### config.mk
export PLATFORM = sky130hd
export DESIGN_NAME = bpu_bimodal_predictor_flat
export DESIGN_NICKNAME = d
export VERILOG_FILES = /design/src/rtl/bpu_bimodal_predictor_if.sv /design/src/rtl/bpu_bimodal_predictor.sv /design/src/flat_wrapper.sv
export SDC_FILE = /design/constraint.sdc
export NUM_CORES = 1
export LEC_CHECK = 0
export CORE_UTILIZATION = 55
export DETAILED_ROUTE_END_ITERATION = 10
export PLACE_DENSITY = 0.82
export SLEW_MARGIN = 20
export SYNTH_ARGS = -nofsm -noshare
export SYNTH_HDL_FRONTEND = slang
export SYNTH_SLANG_ARGS = --single-unit
### constraint.sdc
create_clock -name clk -period 6.62 [get_ports clk]
set_clock_uncertainty 0.2 [all_clocks]
set_input_delay 1.986 -clock clk [delete_from_list [all_inputs] [get_ports clk]]
set_output_delay 1.986 -clock clk [all_outputs]
set_load 0.05 [all_outputs]
### src/rtl/bpu_bimodal_predictor_if.sv
// Lookup, prediction, update and statistics signals exchanged between the
// fetch/resolve logic (master) and the bimodal branch predictor (slave).
interface bpu_bimodal_predictor_if #(
  parameter int IMM_W = 32,
  parameter int CNT_W = 16
);
  logic             lookup_valid;
  logic [31:0]      lookup_pc;
  logic [IMM_W-1:0] lookup_imm;
  logic             pred_valid;
  logic             pred_taken;
  logic [IMM_W-1:0] pred_imm;
  logic             upd_valid;
  logic [31:0]      upd_pc;
  logic             upd_taken;
  logic             upd_pred;
  logic [CNT_W-1:0] mispred_count;

  modport master (
    output lookup_valid, lookup_pc, lookup_imm,
    output upd_valid, upd_pc, upd_taken, upd_pred,
    input  pred_valid, pred_taken, pred_imm, mispred_count
  );

  modport slave (
    input  lookup_valid, lookup_pc, lookup_imm,
    input  upd_valid, upd_pc, upd_taken, upd_pred,
    output pred_valid, pred_taken, pred_imm, mispred_count
  );
endinterface

### src/rtl/bpu_bimodal_predictor.sv
// Bimodal branch predictor: a table of 2-bit saturating counters indexed by
// the low PC bits. A lookup registers taken/not-taken plus the branch offset
// one cycle later; the resolve stage trains the table and a saturating
// counter tracks mispredictions.
module bpu_bimodal_predictor #(
  parameter int INDEX_BITS = 6,
  parameter int IMM_W      = 32,
  parameter int CNT_W      = 16
) (
  input  logic                     clk,
  input  logic                     reset,
  bpu_bimodal_predictor_if.slave   bus
);
  localparam int DEPTH = 1 << INDEX_BITS;
  localparam logic [CNT_W-1:0] CNT_MAX = {CNT_W{1'b1}};
  localparam logic [CNT_W-1:0] CNT_ONE = {{(CNT_W-1){1'b0}}, 1'b1};

  logic [1:0]            table_r [DEPTH];
  logic [INDEX_BITS-1:0] lk_idx_s;
  logic [INDEX_BITS-1:0] up_idx_s;
  logic [1:0]            up_next_s;
  logic [1:0]            lk_ctr_s;
  logic                  mispred_s;
  logic                  pred_valid_r;
  logic                  pred_taken_r;
  logic [IMM_W-1:0]      pred_imm_r;
  logic [CNT_W-1:0]      mispred_count_r;
  logic                  unused_pc_bits_s;

  // Saturating step of a 2-bit counter toward taken (up) or not-taken (down).
  function automatic logic [1:0] ctr_step(input logic [1:0] cur, input logic up);
    logic [1:0] nxt;
    if (up) begin
      nxt = (cur == 2'b11) ? 2'b11 : cur + 2'b01;
    end else begin
      nxt = (cur == 2'b00) ? 2'b00 : cur - 2'b01;
    end
    return nxt;
  endfunction

  assign lk_idx_s  = bus.lookup_pc[INDEX_BITS-1:0];
  assign up_idx_s  = bus.upd_pc[INDEX_BITS-1:0];
  assign mispred_s = bus.upd_valid && (bus.upd_taken != bus.upd_pred);

  // Upper PC bits carry no meaning for a tagless table; folded here only so
  // they are visibly consumed and cannot influence any state.
  assign unused_pc_bits_s = ^{bus.lookup_pc[31:INDEX_BITS], bus.upd_pc[31:INDEX_BITS]};

  // Next counter value for the entry being trained, and the counter seen by a
  // lookup (forwarded when the same entry is trained at the same edge).
  always_comb begin
    up_next_s = ctr_step(table_r[up_idx_s], bus.upd_taken);
    lk_ctr_s  = table_r[lk_idx_s];
    if (bus.upd_valid && (up_idx_s == lk_idx_s)) begin
      lk_ctr_s = up_next_s;
    end else begin
      lk_ctr_s = table_r[lk_idx_s];
    end
  end

  // Counter table: weak-not-taken after reset, trained by resolved branches.
  always_ff @(posedge clk) begin
    if (reset) begin
      for (int i = 0; i < DEPTH; i++) begin
        table_r[i] <= 2'b01;
      end
    end else if (bus.upd_valid) begin
      table_r[up_idx_s] <= up_next_s;
    end
  end

  // Registered prediction; the offset holds its last value on idle cycles.
  always_ff @(posedge clk) begin
    if (reset) begin
      pred_valid_r <= 1'b0;
      pred_taken_r <= 1'b0;
      pred_imm_r   <= {IMM_W{1'b0}};
    end else if (bus.lookup_valid) begin
      pred_valid_r <= 1'b1;
      pred_taken_r <= lk_ctr_s[1];
      pred_imm_r   <= bus.lookup_imm;
    end else begin
      pred_valid_r <= 1'b0;
      pred_taken_r <= 1'b0;
    end
  end

  // Misprediction statistics, saturating at all-ones.
  always_ff @(posedge clk) begin
    if (reset) begin
      mispred_count_r <= {CNT_W{1'b0}};
    end else if (mispred_s && (mispred_count_r != CNT_MAX)) begin
      mispred_count_r <= mispred_count_r + CNT_ONE;
    end
  end

  assign bus.pred_valid    = pred_valid_r;
  assign bus.pred_taken    = pred_taken_r;
  assign bus.pred_imm      = pred_imm_r;
  assign bus.mispred_count = mispred_count_r;
endmodule

### src/flat_wrapper.sv
// flat-port wrapper written by rule: the top's interface ports become plain ports
module bpu_bimodal_predictor_flat 
#(
  parameter int INDEX_BITS = 6,
  parameter int IMM_W      = 32,
  parameter int CNT_W      = 16
)
  (clk, reset, bus_lookup_valid, bus_lookup_pc, bus_lookup_imm, bus_upd_valid, bus_upd_pc, bus_upd_taken, bus_upd_pred, bus_pred_valid, bus_pred_taken, bus_pred_imm, bus_mispred_count);
  bpu_bimodal_predictor_if #(.IMM_W(IMM_W), .CNT_W(CNT_W)) bus_i ();
  input  logic clk;
  input  logic reset;
  input wire logic [$bits(bus_i.lookup_valid)-1:0] bus_lookup_valid;
  input wire logic [$bits(bus_i.lookup_pc)-1:0] bus_lookup_pc;
  input wire logic [$bits(bus_i.lookup_imm)-1:0] bus_lookup_imm;
  input wire logic [$bits(bus_i.upd_valid)-1:0] bus_upd_valid;
  input wire logic [$bits(bus_i.upd_pc)-1:0] bus_upd_pc;
  input wire logic [$bits(bus_i.upd_taken)-1:0] bus_upd_taken;
  input wire logic [$bits(bus_i.upd_pred)-1:0] bus_upd_pred;
  output wire logic [$bits(bus_i.pred_valid)-1:0] bus_pred_valid;
  output wire logic [$bits(bus_i.pred_taken)-1:0] bus_pred_taken;
  output wire logic [$bits(bus_i.pred_imm)-1:0] bus_pred_imm;
  output wire logic [$bits(bus_i.mispred_count)-1:0] bus_mispred_count;
  assign bus_i.lookup_valid = bus_lookup_valid;
  assign bus_i.lookup_pc = bus_lookup_pc;
  assign bus_i.lookup_imm = bus_lookup_imm;
  assign bus_i.upd_valid = bus_upd_valid;
  assign bus_i.upd_pc = bus_upd_pc;
  assign bus_i.upd_taken = bus_upd_taken;
  assign bus_i.upd_pred = bus_upd_pred;
  assign bus_pred_valid = bus_i.pred_valid;
  assign bus_pred_taken = bus_i.pred_taken;
  assign bus_pred_imm = bus_i.pred_imm;
  assign bus_mispred_count = bus_i.mispred_count;
  bpu_bimodal_predictor #(.INDEX_BITS(INDEX_BITS), .IMM_W(IMM_W), .CNT_W(CNT_W)) u_core (.clk(clk), .reset(reset), .bus(bus_i));
endmodule
# After elaboration in Yosys (flattened, before gate mapping)

Memory sizes are Yosys's and may differ from the RTL's. A register that Yosys moved wholly into a read port is not among the register bits.
Index checks and enable logic that the tools add are counted.

Register bits after elaboration: 49
Bits in latches: 0
RAM bits: 128
Bits in read-only memories: 0
Bits of input ports: 102
Output and inout port bits: 50
Memories kept: 1

Memories:

| memory         | depth | bits a word | rd ports | clocked after memory_dff | wr ports | RTL line                    | text |
|---|---|---|---|---|---|---|---|
| u_core.table_r | 64    | 2           | 2        | 1                        | 64       | bpu_bimodal_predictor.sv:18 | `logic [1:0] table_r [DEPTH];` |

Add/subtract/negate cells: 3
Multiply operators: 0
Div/mod/pow operators: 0
$lt $le $gt $ge: 0
Equality and inequality tests: 3
Shifts and indexed selects: 0
Muxes and demuxes: 12
Bitwise logic cells: 1
Reduce and logical (&&, ||, !) cells: 5

Operators by type and width:

| cell                    | count |
|---|---|
| $add A16 B1 Y16 const B | 1 |
| $ne A16 B16 Y1 const B  | 1 |
| $mux W2                 | 4 |
| $mux W1                 | 7 |
| $mux W6                 | 1 |
| $reduce_or A2 Y1        | 2 |
| $add A2 B1 Y2 const B   | 1 |
| $eq A2 B2 Y1 const B    | 1 |
| $logic_and A1 B1 Y1     | 2 |
| $logic_not A2 Y1        | 1 |
| $sub A2 B1 Y2 const B   | 1 |
| $ne A1 B1 Y1            | 1 |
| $not A1 Y1              | 1 |

# Logic depth before layout (Yosys ltp)

Gate-level depths: netlist (run 1).

Depth after elaboration: 5
Mapped depth: 13
Depth with buffers taken out: 8

# Worst setup path after synthesis (run 1)

OpenSTA, ideal clock, no wires.

Path kind: input to register
Start point: in bus_upd_pc[0]
End point: mem u_core.table_r[15][0] (data pin)
Library setup time: 0.139 ns
Arrival: 4.420 ns
Required time: 6.281 ns
Setup slack: 1.861 ns
Stages on the path: 10
Path buffers: 3
Path through: buf_4 -> mux4_2 -> mux2i_1 -> o22ai_1 -> or4_1 -> or3_1 -> maj3_2 -> buf_6 -> buf_6 -> nand4_1

RTL lines:

| element     | RTL line                    | text |
|---|---|---|
| from (decl) | flat_wrapper.sv:16          | `input wire logic [$bits(bus_i.upd_pc)-1:0] bus_upd_pc;` |
| to (decl)   | bpu_bimodal_predictor.sv:18 |  |

==> flow_metrics.tcl, run 1 <==
set metrics [dict create \
    r2r_start "u_core.table_r[37][0]" \
    r2r_cells 8 \
    cp-end-kind "flip-flop" \
    clockBufferDepth 2 \
    vias 7117 \
    crit_slowest_cell "clkdlybuf4s50_1" \
    num_antenna_cells 0 \
    worstHoldStart "u_core.bus.pred_imm[2]" \
    async_flop_share_pct 0 \
    root_buffer "clkbuf_16" \
    die_w_um 130.0 \
    via_per_inst 6.590 \
    row_count 46 \
    postSynthAreaPerCell_um2 11.40 \
    peakVddDrop_mv 0.2212 \
    antenna_found_initial 0 \
    worst_slew_margin_rel_pct 29.73 \
    layout-drive-gt1-share_pct 13.43 \
    critPathArrivalTime_ps 5870 \
    grt_max_degree 114 \
    post-synth-top-area-cell "edfxtp_1" \
    p_per_area_nw_per_um2 242.1 \
    cpMostUsedCell "buf_4" \
    clk_pin_slew_ps 70 \
    drv_slew 0 \
    initial_core_util_pct 56.55 \
    drc 0 \
    hpwl_um 16390 \
    synth_top_area_share_pct 42.64 \
    hold_path.class "reg -> reg" \
    ant_nets 0 \
    p_sw_share_pct 27.14 \
    syn_to_final_growth_pct 17.99 \
    detail_route.wl_per_cell_um 22.95 \
    fmax_ghz 0.1715 \
    synth-main-ff-cell "edfxtp_1" \
    tightest_slew_ps 1051 \
    synth_seq_area_share_pct 53.74 \
    dieArea_um2 16910 \
    setup_viol_count_final 0 \
    tns_ps 0 \
    hold_viol 0 \
    cts_tree "yes" \
    synth_edf_count 128 \
    cts-htree-levels 4 \
    fin_ws_ps 789.2 \
    io_buffers 99 \
    synth_seq_cells 178 \
    p_comb_share_pct 14.3 \
    coreArea_um2 15940 \
    r2r_end "u_core.table_r[31][0]" \
    worstSkewPairLatency_ps 440 \
    cts_sinks 178 \
    p_seq_share_pct 48.2 \
    worstPathCellList "clkdlybuf4s50_1 -> buf_4 -> nor2b_1 -> a221oi_1 -> o211ai_1 -> a22oi_1 -> and3_1 -> maj3_2 -> buf_4 -> nor4_1" \
    cp_max_fo 37 \
    slowest_delay_ps 860 \
    gp_congestion 0.9428 \
    required_ps 6660 \
    maxCapViolCount 0 \
    wl_um 24790 \
    status "completed" \
    io_pins 152 \
    grt_overflow_total 0 \
    pre_cts_slack_ps 572.6 \
    first_iter_violations 1093 \
    synth_area_leaders "edfxtp_1 43%, dfxtp_1 11%, mux4_2 8.5%, mux2i_1 4.6%, nand3_1 3.7%" \
    cts_setup_buffers 0 \
    internal_power_mw 1.876 \
    rsz0062_at_grt "no" \
    netlist_instances 791 \
    grtUsageTotal_pct 30.99 \
    synth.most_common_cell "edfxtp_1" \
    ys_warn_count 0 \
    final_nets 954 \
    grt_pass1_vias 7117 \
    dr.pass1.iters 6 \
    p_clk_share_pct 37.5 \
    path_class "in -> reg" \
    hold_buffers 0 \
    netlist_area_um2 9015 \
    grt_pass1_wl_um 38370 \
    yosysUniqueCellTypes 49 \
    hold-path-cell-count 2 \
    fin_crit_sh_pct 88.08 \
    power_switching_mw 0.6989 \
    syn-num-nets 894 \
    whs_endpoint "u_core.bus.pred_imm[2]" \
    cts_made_buffers 17 \
    rrSetupSlack_ps 3340 \
    fin_crit_ps 5831 \
    fillCellCount 1156 \
    cts-resized-gates 0 \
    yosys-top-cells-count "128 x edfxtp_1, 78 x nor2_1, 66 x nand3_1, 61 x nor3_1, 50 x dfxtp_1" \
    crit_path_start_kind "input port" \
    p_leak_nw 3.645 \
    die_h_um 130.0 \
]
flip-flops by register name, indices dropped and copies added (netlist names):
| register | flops |
|---|---|
| u_core.bus.mispred_count | 16 |
| u_core.bus.pred_imm | 32 |
| u_core.bus.pred_taken | 1 |
| u_core.bus.pred_valid | 1 |
| u_core.table_r | 128 |
metrics by stage:
step / total power [mW] / cell area, um2 / instances / util, % / hold slack, ps
2_1_floorplan: 1.512 / 9015 / 791 / - / 525.2
3_3_place_gp: 1.614 / 10070 / 1048 / 63.16 / 272.1
3_5_place_dp: 1.625 / 10070 / 1048 / 63.16 / 285.5
4_1_cts: 2.569 / 10630 / 1080 / 66.68 / 307.2
5_1_grt: 2.637 / 10640 / 1080 / 66.72 / 336.5
6_report: 2.575 / 10640 / 1080 / 66.72 / 301.2
critical path: cells and delay by family:
kind / cells / cell delay (ps)
AOI/OAI and AO/OA: 3 / 690
and+or+nand+nor: 3 / 1340
adders and majority gates: 1 / 310
buffers and inverters: 3 / 1520
logic make-up (layout without fill, tap and decap cells):
family	Yosys count	after routing	synth area share, %
adder cells (fa/ha/maj)	3	3	0.3747
multiplexers	82	82	13.92
buffers and inverters	87	160	4.455
AO/OA/AOI/OAI	102	102	8.230
flip-flops	178	178	53.74
AND/OR/NAND/NOR	320	320	17.43
XOR/XNOR	19	19	1.846
worst max-delay path by stage:
stage                              from                     to  slack [ps]  depth (start not counted)
after global routing      bus_upd_pc[1]  u_core.table_r[34][1]         770                         10
after floorplan           bus_upd_pc[0]  u_core.table_r[15][0]        1860                         10
final                     bus_upd_pc[1]  u_core.table_r[34][1]         790                         10
after detailed placement  bus_upd_pc[1]  u_core.table_r[34][1]         570                         10
after CTS                 bus_upd_pc[1]  u_core.table_r[25][1]         970                         10
after global placement    bus_upd_pc[1]  u_core.table_r[34][1]         790                         10
power by group through the flow:
| stage | clock (mW) | combinational [mW] | sequential [mW] |
|---|---|---|---|
| 3_3_place_gp | 0 | 0.351 | 1.26 |
| 6_report | 0.965 | 0.368 | 1.24 |
| 4_1_cts | 0.965 | 0.362 | 1.24 |
| 2_1_floorplan | 0 | 0.208 | 1.30 |
| 3_5_place_dp | 0 | 0.360 | 1.27 |
| 5_1_grt | 1.01 | 0.386 | 1.24 |
layout make-up:
cell class	count	area (um2)	share of cell area [%]
multi-input cells	526	3772	35.47
clock buffers	19	464.2	4.364
repair buffers	125	1177	11.07
flip-flops and latches	178	4845	45.55
inverters	3	11.26	0.1059
well taps	216	270.3	2.541
clock inverters	13	96.34	0.9058
placed cells by master, fill, tap and decap left out, types with 9 or more instances in the layout:
master	instances
a21o_1	31
a221oi_1	11
a22oi_1	12
and3_1	9
buf_4	26
clkbuf_16	18
clkdlybuf4s50_1	96
dfxtp_1	50
edfxtp_1	128
mux2i_1	41
mux4_2	34
nand2_1	40
nand2b_1	14
nand3_1	66
nand4_1	9
nor2_1	78
nor3_1	61
o21bai_1	14
or3_1	9
xor2_1	13
per-layer routing:
metal	wire (um)	global-route usage (%)	vias to the layer above
met1	8824	37.40	3420
met4	987	15.73	0
met5	0	0	-
li1	-	-	3076
met3	3077	9.225	93
met2	11900	50.56	528
Note: power is estimated with default switching activity, not from simulation.
==> run 2, diff against run 1 <==
--- a/config.mk
+++ b/config.mk
@@ -8,6 +8,7 @@
 export CORE_UTILIZATION = 55
 export DETAILED_ROUTE_END_ITERATION = 10
 export PLACE_DENSITY = 0.82
+export RECOVER_POWER = 100
 export SLEW_MARGIN = 20
 export SYNTH_ARGS = -nofsm -noshare
 export SYNTH_HDL_FRONTEND = slang
==> run 2 against run 1 <==
The flow now finishes with violations (capacitance limit, slew limit). Cell count is the same. Sequential power is essentially flat. Utilization shrank 0.38 points. Largest cell class unchanged. Highest routed layer unchanged.
==> flow_metrics.tcl, run 2 (same netlist as run 1, synthesis figures left out) <==
set metrics [dict create \
    vias 7091 \
    grt_pass1_vias 7117 \
    whs_endpoint "u_core.bus.pred_imm[2]" \
    drc 0 \
    startpoint "bus_upd_pc[2]" \
    status "finished with violations" \
    register_area_um2 4845 \
    wl_um 24740 \
    row_count 46 \
    fin_ws_ps 392.8 \
    tightest_slew_ps 2231 \
    hold_path.class "reg -> reg" \
    root_buffer "clkbuf_16" \
    largest_reg_flops 128 \
    fmax_ghz 0.1606 \
    num_antenna_cells 0 \
    hold_buffers 0 \
    fin_crit_ps 6227 \
    grt_overflow_total 0 \
    first_iter_violations 1030 \
    initial_core_util_pct 56.55 \
    io_pins 152 \
    final_cell_mix "128 x edfxtp_1, 78 x nor2_1, 66 x nand3_1" \
    grt_max_degree 114 \
    antenna_found_initial 0 \
    hold-path-cell-count 2 \
    grtUsageTotal_pct 30.99 \
    tns_ps 0 \
    worstSkewPairLatency_ps 440 \
    rrSetupSlack_ps 2970 \
    r2r_end "u_core.table_r[39][0]" \
    cp_max_fo 28 \
    via_per_inst 6.566 \
    peakVddDrop_mv 0.2199 \
    path_class "in -> reg" \
    fin_area_um2 10580 \
    clk_pin_slew_ps 70 \
    dr.pass1.iters 6 \
    rsz0062_at_grt "no" \
    worstHoldStart "u_core.bus.pred_imm[2]" \
    ant_nets 0 \
    die_h_um 130.0 \
    cts-htree-levels 4 \
    die_w_um 130.0 \
    p_leak_nw 3.732 \
    p_per_area_nw_per_um2 242.0 \
    cts_tree "yes" \
    cts-resized-gates 0 \
    coreArea_um2 15940 \
    grt_pass1_wl_um 38370 \
    cts_setup_buffers 0 \
    layout-drive-gt1-share_pct 11.46 \
    multi_input_area_um2 3762 \
    final_nets 954 \
    cp-end-kind "flip-flop" \
    pre_cts_slack_ps 572.6 \
    r2r_cells 8 \
    io_buffers 99 \
    violations "capacitance limit, slew limit" \
    critPathArrivalTime_ps 6270 \
    setup_viol_count_final 0 \
    final_common_cell "edfxtp_1" \
    clockBufferDepth 2 \
    syn_to_final_growth_pct 17.32 \
    gp_congestion 0.9428 \
    worst_slew_margin_rel_pct -48.72 \
    required_ps 6660 \
    drv_slew 34 \
    finalPower_mw 2.560 \
    regMostFlops "u_core.table_r" \
    cts_made_buffers 17 \
    dieArea_um2 16910 \
    detail_route.wl_per_cell_um 22.91 \
    hold_viol 0 \
    placed_area_um2 10070 \
    maxCapViolCount 1 \
    cts_sinks 178 \
    fillCellCount 1172 \
    r2r_start "u_core.table_r[34][0]" \
    hpwl_um 16390 \
    crit_path_start_kind "input port" \
    fin_crit_sh_pct 94.07 \
]
[run 2: critical path: stages]
cell	delay, ps
dlygate4sd3_1	950
clkbuf_1	190
clkbuf_1	580
and3_1	700
a22oi_1	140
a31oi_1	300
nor3_1	130
and3_1	180
maj3_1	360
clkbuf_2	390
nor3_1	330
[run 2: worst max path at each step]
stage                            end  slack, ps
3_3_place_gp   u_core.table_r[34][1]        790
5_1_grt        u_core.table_r[43][0]        390
6_report        u_core.table_r[2][1]        390
2_1_floorplan  u_core.table_r[15][0]       1860
4_1_cts        u_core.table_r[25][1]        970
3_5_place_dp   u_core.table_r[34][1]        570
[run 2: per-layer routing]
metal | wire length [um] | part of all wire (%) | vias up | global-route usage, %
met5 | 0 | 0 | - | 0
met4 | 1040 | 4.2 | 0 | 15.73
met3 | 3221 | 13 | 103 | 9.225
met2 | 11880 | 48 | 566 | 50.56
met1 | 8600 | 35 | 3352 | 37.40
li1 | - | - | 3070 | -
[run 2: power by group]
| part | internal, mW | total [mW] | switching [mW] | leakage, nW |
|---|---|---|---|---|
| clock network | 0.518 | 0.959 | 0.441 | 0.286 |
| logic | 0.126 | 0.358 | 0.233 | 1.89 |
| registers | 1.22 | 1.24 | 0.0187 | 1.56 |
| total | 1.87 | 2.56 | 0.692 | 3.73 |
[run 2: area by class of cell]
type | count | share of cell area (%)
Multi-Input combinational cell | 526 | 35.57
Timing Repair Buffer | 125 | 10.66
Sequential cell | 178 | 45.81
Clock inverter | 13 | 0.9109
Clock buffer | 19 | 4.389
Inverter | 3 | 0.1065
Tap cell | 216 | 2.555
[run 2: through the flow]
stage               std cells  util, %  hold WS, ps
CTS                      1080    66.68        307.2
floorplan                 791        -        525.2
detailed placement       1048    63.16        285.5
global route             1080    66.34        331.2
finish                   1080    66.34        294.8
global placement         1048    63.16        272.1
==> run 3, diff against run 2 <==
--- a/config.mk
+++ b/config.mk
@@ -5,9 +5,9 @@
 export SDC_FILE = /design/constraint.sdc
 export NUM_CORES = 1
 export LEC_CHECK = 0
-export CORE_UTILIZATION = 55
+export CORE_UTILIZATION = 54
 export DETAILED_ROUTE_END_ITERATION = 10
-export PLACE_DENSITY = 0.82
+export PLACE_DENSITY = 0.81
 export RECOVER_POWER = 100
 export SLEW_MARGIN = 20
 export SYNTH_ARGS = -nofsm -noshare
==> constraint.sdc (replaced) <==
create_clock -name clk -period 6.8 [get_ports clk]
set_clock_uncertainty 0.2 [all_clocks]
set_input_delay 2.04 -clock clk [delete_from_list [all_inputs] [get_ports clk]]
set_output_delay 2.04 -clock clk [all_outputs]
set_load 0.05 [all_outputs]
==> run 3 against run 2 <==
The run still ends with capacitance limit, slew limit left. Total power is 0.77% higher. Combinational power is 2% lower. Final area is 0.50% higher. Die area grew 1.8%. Flip-flop and latch count stayed put. Hold slack about the same. Sequential power is essentially flat. Via count is 0.30% higher. Critical endpoint is now u_core.table_r[31][0]. Register-to-register slack about the same. Routed wire length decreased by 0.17%.
==> flow_metrics.tcl, run 3 (same netlist as run 1, synthesis figures left out) <==
set metrics [dict create \
    wl_um 24700 \
    p_per_area_nw_per_um2 242.7 \
    violations "capacitance limit, slew limit" \
    io_buffers 99 \
    cts_sinks 178 \
    cts-htree-levels 4 \
    hold-path-cell-count 2 \
    cp_max_fo 32 \
    detail_route.wl_per_cell_um 22.89 \
    grt_pass1_vias 7270 \
    first_iter_violations 829 \
    whs_endpoint "u_core.bus.pred_imm[20]" \
    num_antenna_cells 0 \
    final_cell_mix "128 x edfxtp_1, 78 x nor2_1, 66 x nand3_1" \
    initial_core_util_pct 55.94 \
    io_pins 152 \
    slowest_delay_ps 1000 \
    ant_nets 0 \
    regMostFlops "u_core.table_r" \
    grt_pass1_wl_um 39590 \
    cts_made_buffers 17 \
    dr.pass1.iters 5 \
    critPathArrivalTime_ps 6400 \
    grt_max_degree 67 \
    hpwl_um 16510 \
    final_common_cell "edfxtp_1" \
    fin_crit_sh_pct 93.31 \
    setup_viol_count_final 0 \
    rsz0062_at_grt "no" \
    hold_slack_ps 294.4 \
    root_buffer "clkbuf_16" \
    syn_to_final_growth_pct 17.90 \
    die_h_um 131.2 \
    startpoint "bus_upd_pc[2]" \
    drc 0 \
    peakVddDrop_mv 0.2012 \
    crit_path_start_kind "input port" \
    fmax_ghz 0.1576 \
    register_area_um2 4845 \
    largest_reg_flops 128 \
    cp-end-kind "flip-flop" \
    fillCellCount 1225 \
    gp_congestion 0.9613 \
    row_count 46 \
    via_per_inst 6.591 \
    postLayoutCoreUtil_pct 65.96 \
    worstHoldStart "u_core.bus.pred_imm[20]" \
    vias 7112 \
    maxCapViolCount 1 \
    clk_pin_slew_ps 60 \
    final_nets 953 \
    antenna_found_initial 0 \
    tns_ps 0 \
    hold_viol 0 \
    r2r_start "u_core.table_r[47][0]" \
    worstPathCellList "dlygate4sd3_1 -> clkbuf_1 -> nor3b_1 -> a22oi_1 -> a31oi_1 -> nor3_1 -> and3_1 -> maj3_1 -> clkbuf_2 -> nand4_1" \
    r2r_end "u_core.table_r[31][0]" \
    p_leak_nw 3.739 \
    cts-resized-gates 0 \
    drv_slew 34 \
    clockBufferDepth 2 \
    grtUsageTotal_pct 29.89 \
    worstSkewPairLatency_ps 420 \
    r2r_cells 8 \
    crit_slowest_cell "dlygate4sd3_1" \
    dieArea_um2 17210 \
    coreArea_um2 16120 \
    required_ps 6860 \
    layout-drive-gt1-share_pct 11.59 \
    fin_crit_ps 6345 \
    path_class "in -> reg" \
    worst_slew_margin_rel_pct -51.48 \
    cts_tree "yes" \
    hold_buffers 0 \
    cts_setup_buffers 0 \
    grt_overflow_total 0 \
    die_w_um 131.2 \
    rrSetupSlack_ps 2980 \
    status "finished with violations" \
    tightest_slew_ps 2272 \
    multi_input_area_um2 3762 \
    hold_path.class "reg -> reg" \
]
run 3: cell count changes in the layout (fill, tap and decap cells not counted), sizes merged:
cell	delta
buf	+3
dlygate4sd3	-1
clkinv	-4
inv	-5
bufinv	+3
clkinvlp	+5
clkbuf	-2
run 3: area by class of cell:
cell class	instances	area share, %
flip-flops and latches	178	45.58
well taps	216	2.543
repair buffers	124	10.55
multi-input cells	526	35.40
clock inverters	12	1.436
clock buffers	20	4.391
inverters	3	0.1059
run 3: stage by stage:
stage          cells  power [mW]  instance area, um2  worst slack, ps
4_1_cts         1079       2.588               10680             1246
6_report        1079       2.580               10630            454.9
2_1_floorplan    791       1.472                9015             1987
5_1_grt         1079       2.655               10630            493.3
3_5_place_dp    1047       1.582               10060            813.4
3_3_place_gp    1047       1.569               10060            884.3
run 3: metal layers:
metal	share of wire, %	track usage (%)	up-vias
li1	-	-	3065
met1	36	36.40	3408
met2	48	48.40	536
met3	12	8.565	103
met4	4.2	15.29	0
met5	0	0	-
run 3: critical path, delay by kind of cell:
| kind | cells | cell delay (ps) |
|---|---|---|
| buffers and inverters | 3 | 2130 |
| AND/OR/NAND/NOR | 4 | 1330 |
| adder cells (fa/ha/maj) | 1 | 360 |
| AO/OA/AOI/OAI | 2 | 520 |
run 3: power breakdown:
group,internal (mW),total (mW),switching (mW)
Sequential,1.19,1.21,0.0180
Clock,0.608,1.02,0.413
Combinational,0.122,0.350,0.228
run 3: how the worst max path moves through the flow:
stage	slack [ps]	cells past startpoint	to
2_1_floorplan	1990	10	u_core.table_r[15][0]
3_3_place_gp	880	9	u_core.table_r[4][1]
3_5_place_dp	810	9	u_core.table_r[20][1]
4_1_cts	1250	9	u_core.table_r[20][1]
5_1_grt	490	11	u_core.table_r[63][0]
6_report	450	10	u_core.table_r[31][0]
==> variant (settings of run 3) <==
`IMM_W` is set to 32 in 3 places; all go to 48.
--- a/src/rtl/bpu_bimodal_predictor_if.sv
+++ b/src/rtl/bpu_bimodal_predictor_if.sv
@@ -1,7 +1,7 @@
 // Lookup, prediction, update and statistics signals exchanged between the
 // fetch/resolve logic (master) and the bimodal branch predictor (slave).
 interface bpu_bimodal_predictor_if #(
-  parameter int IMM_W = 32,
+  parameter int IMM_W = 48,
   parameter int CNT_W = 16
 );
   logic             lookup_valid;
--- a/src/rtl/bpu_bimodal_predictor.sv
+++ b/src/rtl/bpu_bimodal_predictor.sv
@@ -4,7 +4,7 @@
 // counter tracks mispredictions.
 module bpu_bimodal_predictor #(
   parameter int INDEX_BITS = 6,
-  parameter int IMM_W      = 32,
+  parameter int IMM_W      = 48,
   parameter int CNT_W      = 16
 ) (
   input  logic                     clk,
--- a/src/flat_wrapper.sv
+++ b/src/flat_wrapper.sv
@@ -2,7 +2,7 @@
 module bpu_bimodal_predictor_flat 
 #(
   parameter int INDEX_BITS = 6,
-  parameter int IMM_W      = 32,
+  parameter int IMM_W      = 48,
   parameter int CNT_W      = 16
 )
   (clk, reset, bus_lookup_valid, bus_lookup_pc, bus_lookup_imm, bus_upd_valid, bus_upd_pc, bus_upd_taken, bus_upd_pred, bus_pred_valid, bus_pred_taken, bus_pred_imm, bus_mispred_count);
Interface: changed (resized bus_lookup_imm and bus_pred_imm); port bits go from 152 to 184. The function was not compared with the original's and may differ.
==> variant against run 3 <==
  * Total power grew 4.2%
  * Sequential share of layout area is 0.68 points lower
  * Cell area up 8.2%
  * Wire length shrank 2.4%
  * Global-route usage decreased by 2.9 points
  * Utilization is 0.32 points higher
  * Sequential cell count grew 16
  * Worst hold slack got worse by 0.0089 ns
  * The run still ends with max-capacitance violations, max-slew violations left
  * Area after synthesis grew 6.9%
  * Worst setup slack better by 0.51 ns
  * Combinational power rose by 16%
==> variant: results <==
metrics = {
    "setup_path": {
        "worst_ep_arrival_time_ns": 5.79,
        "r2r_start": "u_core.table_r[28][1]$_SDFFCE_PN0P_",
        "regToRegEndpoint": "u_core.table_r[45][1]$_SDFFCE_PN0P_",
        "max_stage_delay_ns": 0.80,
    },
    "layout": {
        "seq_area_share_pct": 44.9,
        "nMultiInputCombCells": 583,
        "clock_buffers": 22,
        "buf_share_pct": 12.4,
        "final_cells": 1187,
        "nets": 1068,
        "nFillCells": 1292,
        "clock_area_share_pct": 4.93,
    },
    "synthesis": {
        "synth-compound-area-share_pct": 5.84,
        "synthCells": 859,
        "yosys.area_share.xor_xnor_pct": 2.00,
        "synth_fa_ha_area_share_pct": 0.351,
        "synth.area.top_cells": "edfxtp_1 (40%), dfxtp_1 (14%), mux4_2 (7.2%)",
        "synth.distinct_cells": 59,
    },
    "drt": {
        "met3_length_um": 2600,
        "drt_first_pass_iters": 7,
        "vias": 7225,
        "wl_met2_um": 11600,
    },
    "grt": {
        "grt_pass1_wl_um": 37400,
        "grt_use_total_pct": 27.0,
        "met1_usage_pct": 34.8,
        "grt_pass1_vias": 7023,
        "met2_usage_pct": 43.2,
    },
    "status": {
        "status": "complete, but fails checks",
        "violations": "max-capacitance violations, max-slew violations",
    },
    "timing": {
        "finalHoldWorstSlack_ns": 0.285,
        "slew_violations": 95,
    },
    "place": {
        "io_buffers": 131,
        "post-place-ws_ns": 1.01,
        "placed_cell_area_um2": 10900,
    },
    "floorplanning": {
        "fp-row-count": 48,
    },
    "min_path": {
        "min_from": "u_core.bus.pred_imm[39]$_SDFFE_PP0P_",
    },
    "run": {
        "drv_cap": 1,
    },
    "power_and_ir_drop": {
        "p_leak_nw": 4.21,
    },
    "clock_network": {
        "clock_sinks": 194,
    },
}
[variant: where the power goes]
| part | leakage [nW] | total, mW | internal, mW | switching [mW] |
|---|---|---|---|---|
| logic | 2.24 | 0.405 | 0.152 | 0.253 |
| clock network | 0.282 | 0.972 | 0.524 | 0.448 |
| registers | 1.69 | 1.31 | 1.29 | 0.0193 |
[variant: worst max-delay path by stage]
stage                       start                                  end  slack [ns]  cells past startpoint
floorplan           bus_upd_pc[0]  u_core.table_r[10][1]$_SDFFCE_PN0P_        2.35                     10
global placement    bus_upd_pc[0]  u_core.table_r[60][0]$_SDFFCE_PN1P_        1.07                      9
detailed placement  bus_upd_pc[0]  u_core.table_r[60][0]$_SDFFCE_PN1P_        1.01                      9
CTS                 bus_upd_pc[0]  u_core.table_r[60][0]$_SDFFCE_PN1P_        1.47                      9
global route                reset  u_core.table_r[47][1]$_SDFFCE_PN0P_        0.66                      3
finish              bus_upd_pc[0]  u_core.table_r[45][1]$_SDFFCE_PN0P_        0.96                      9
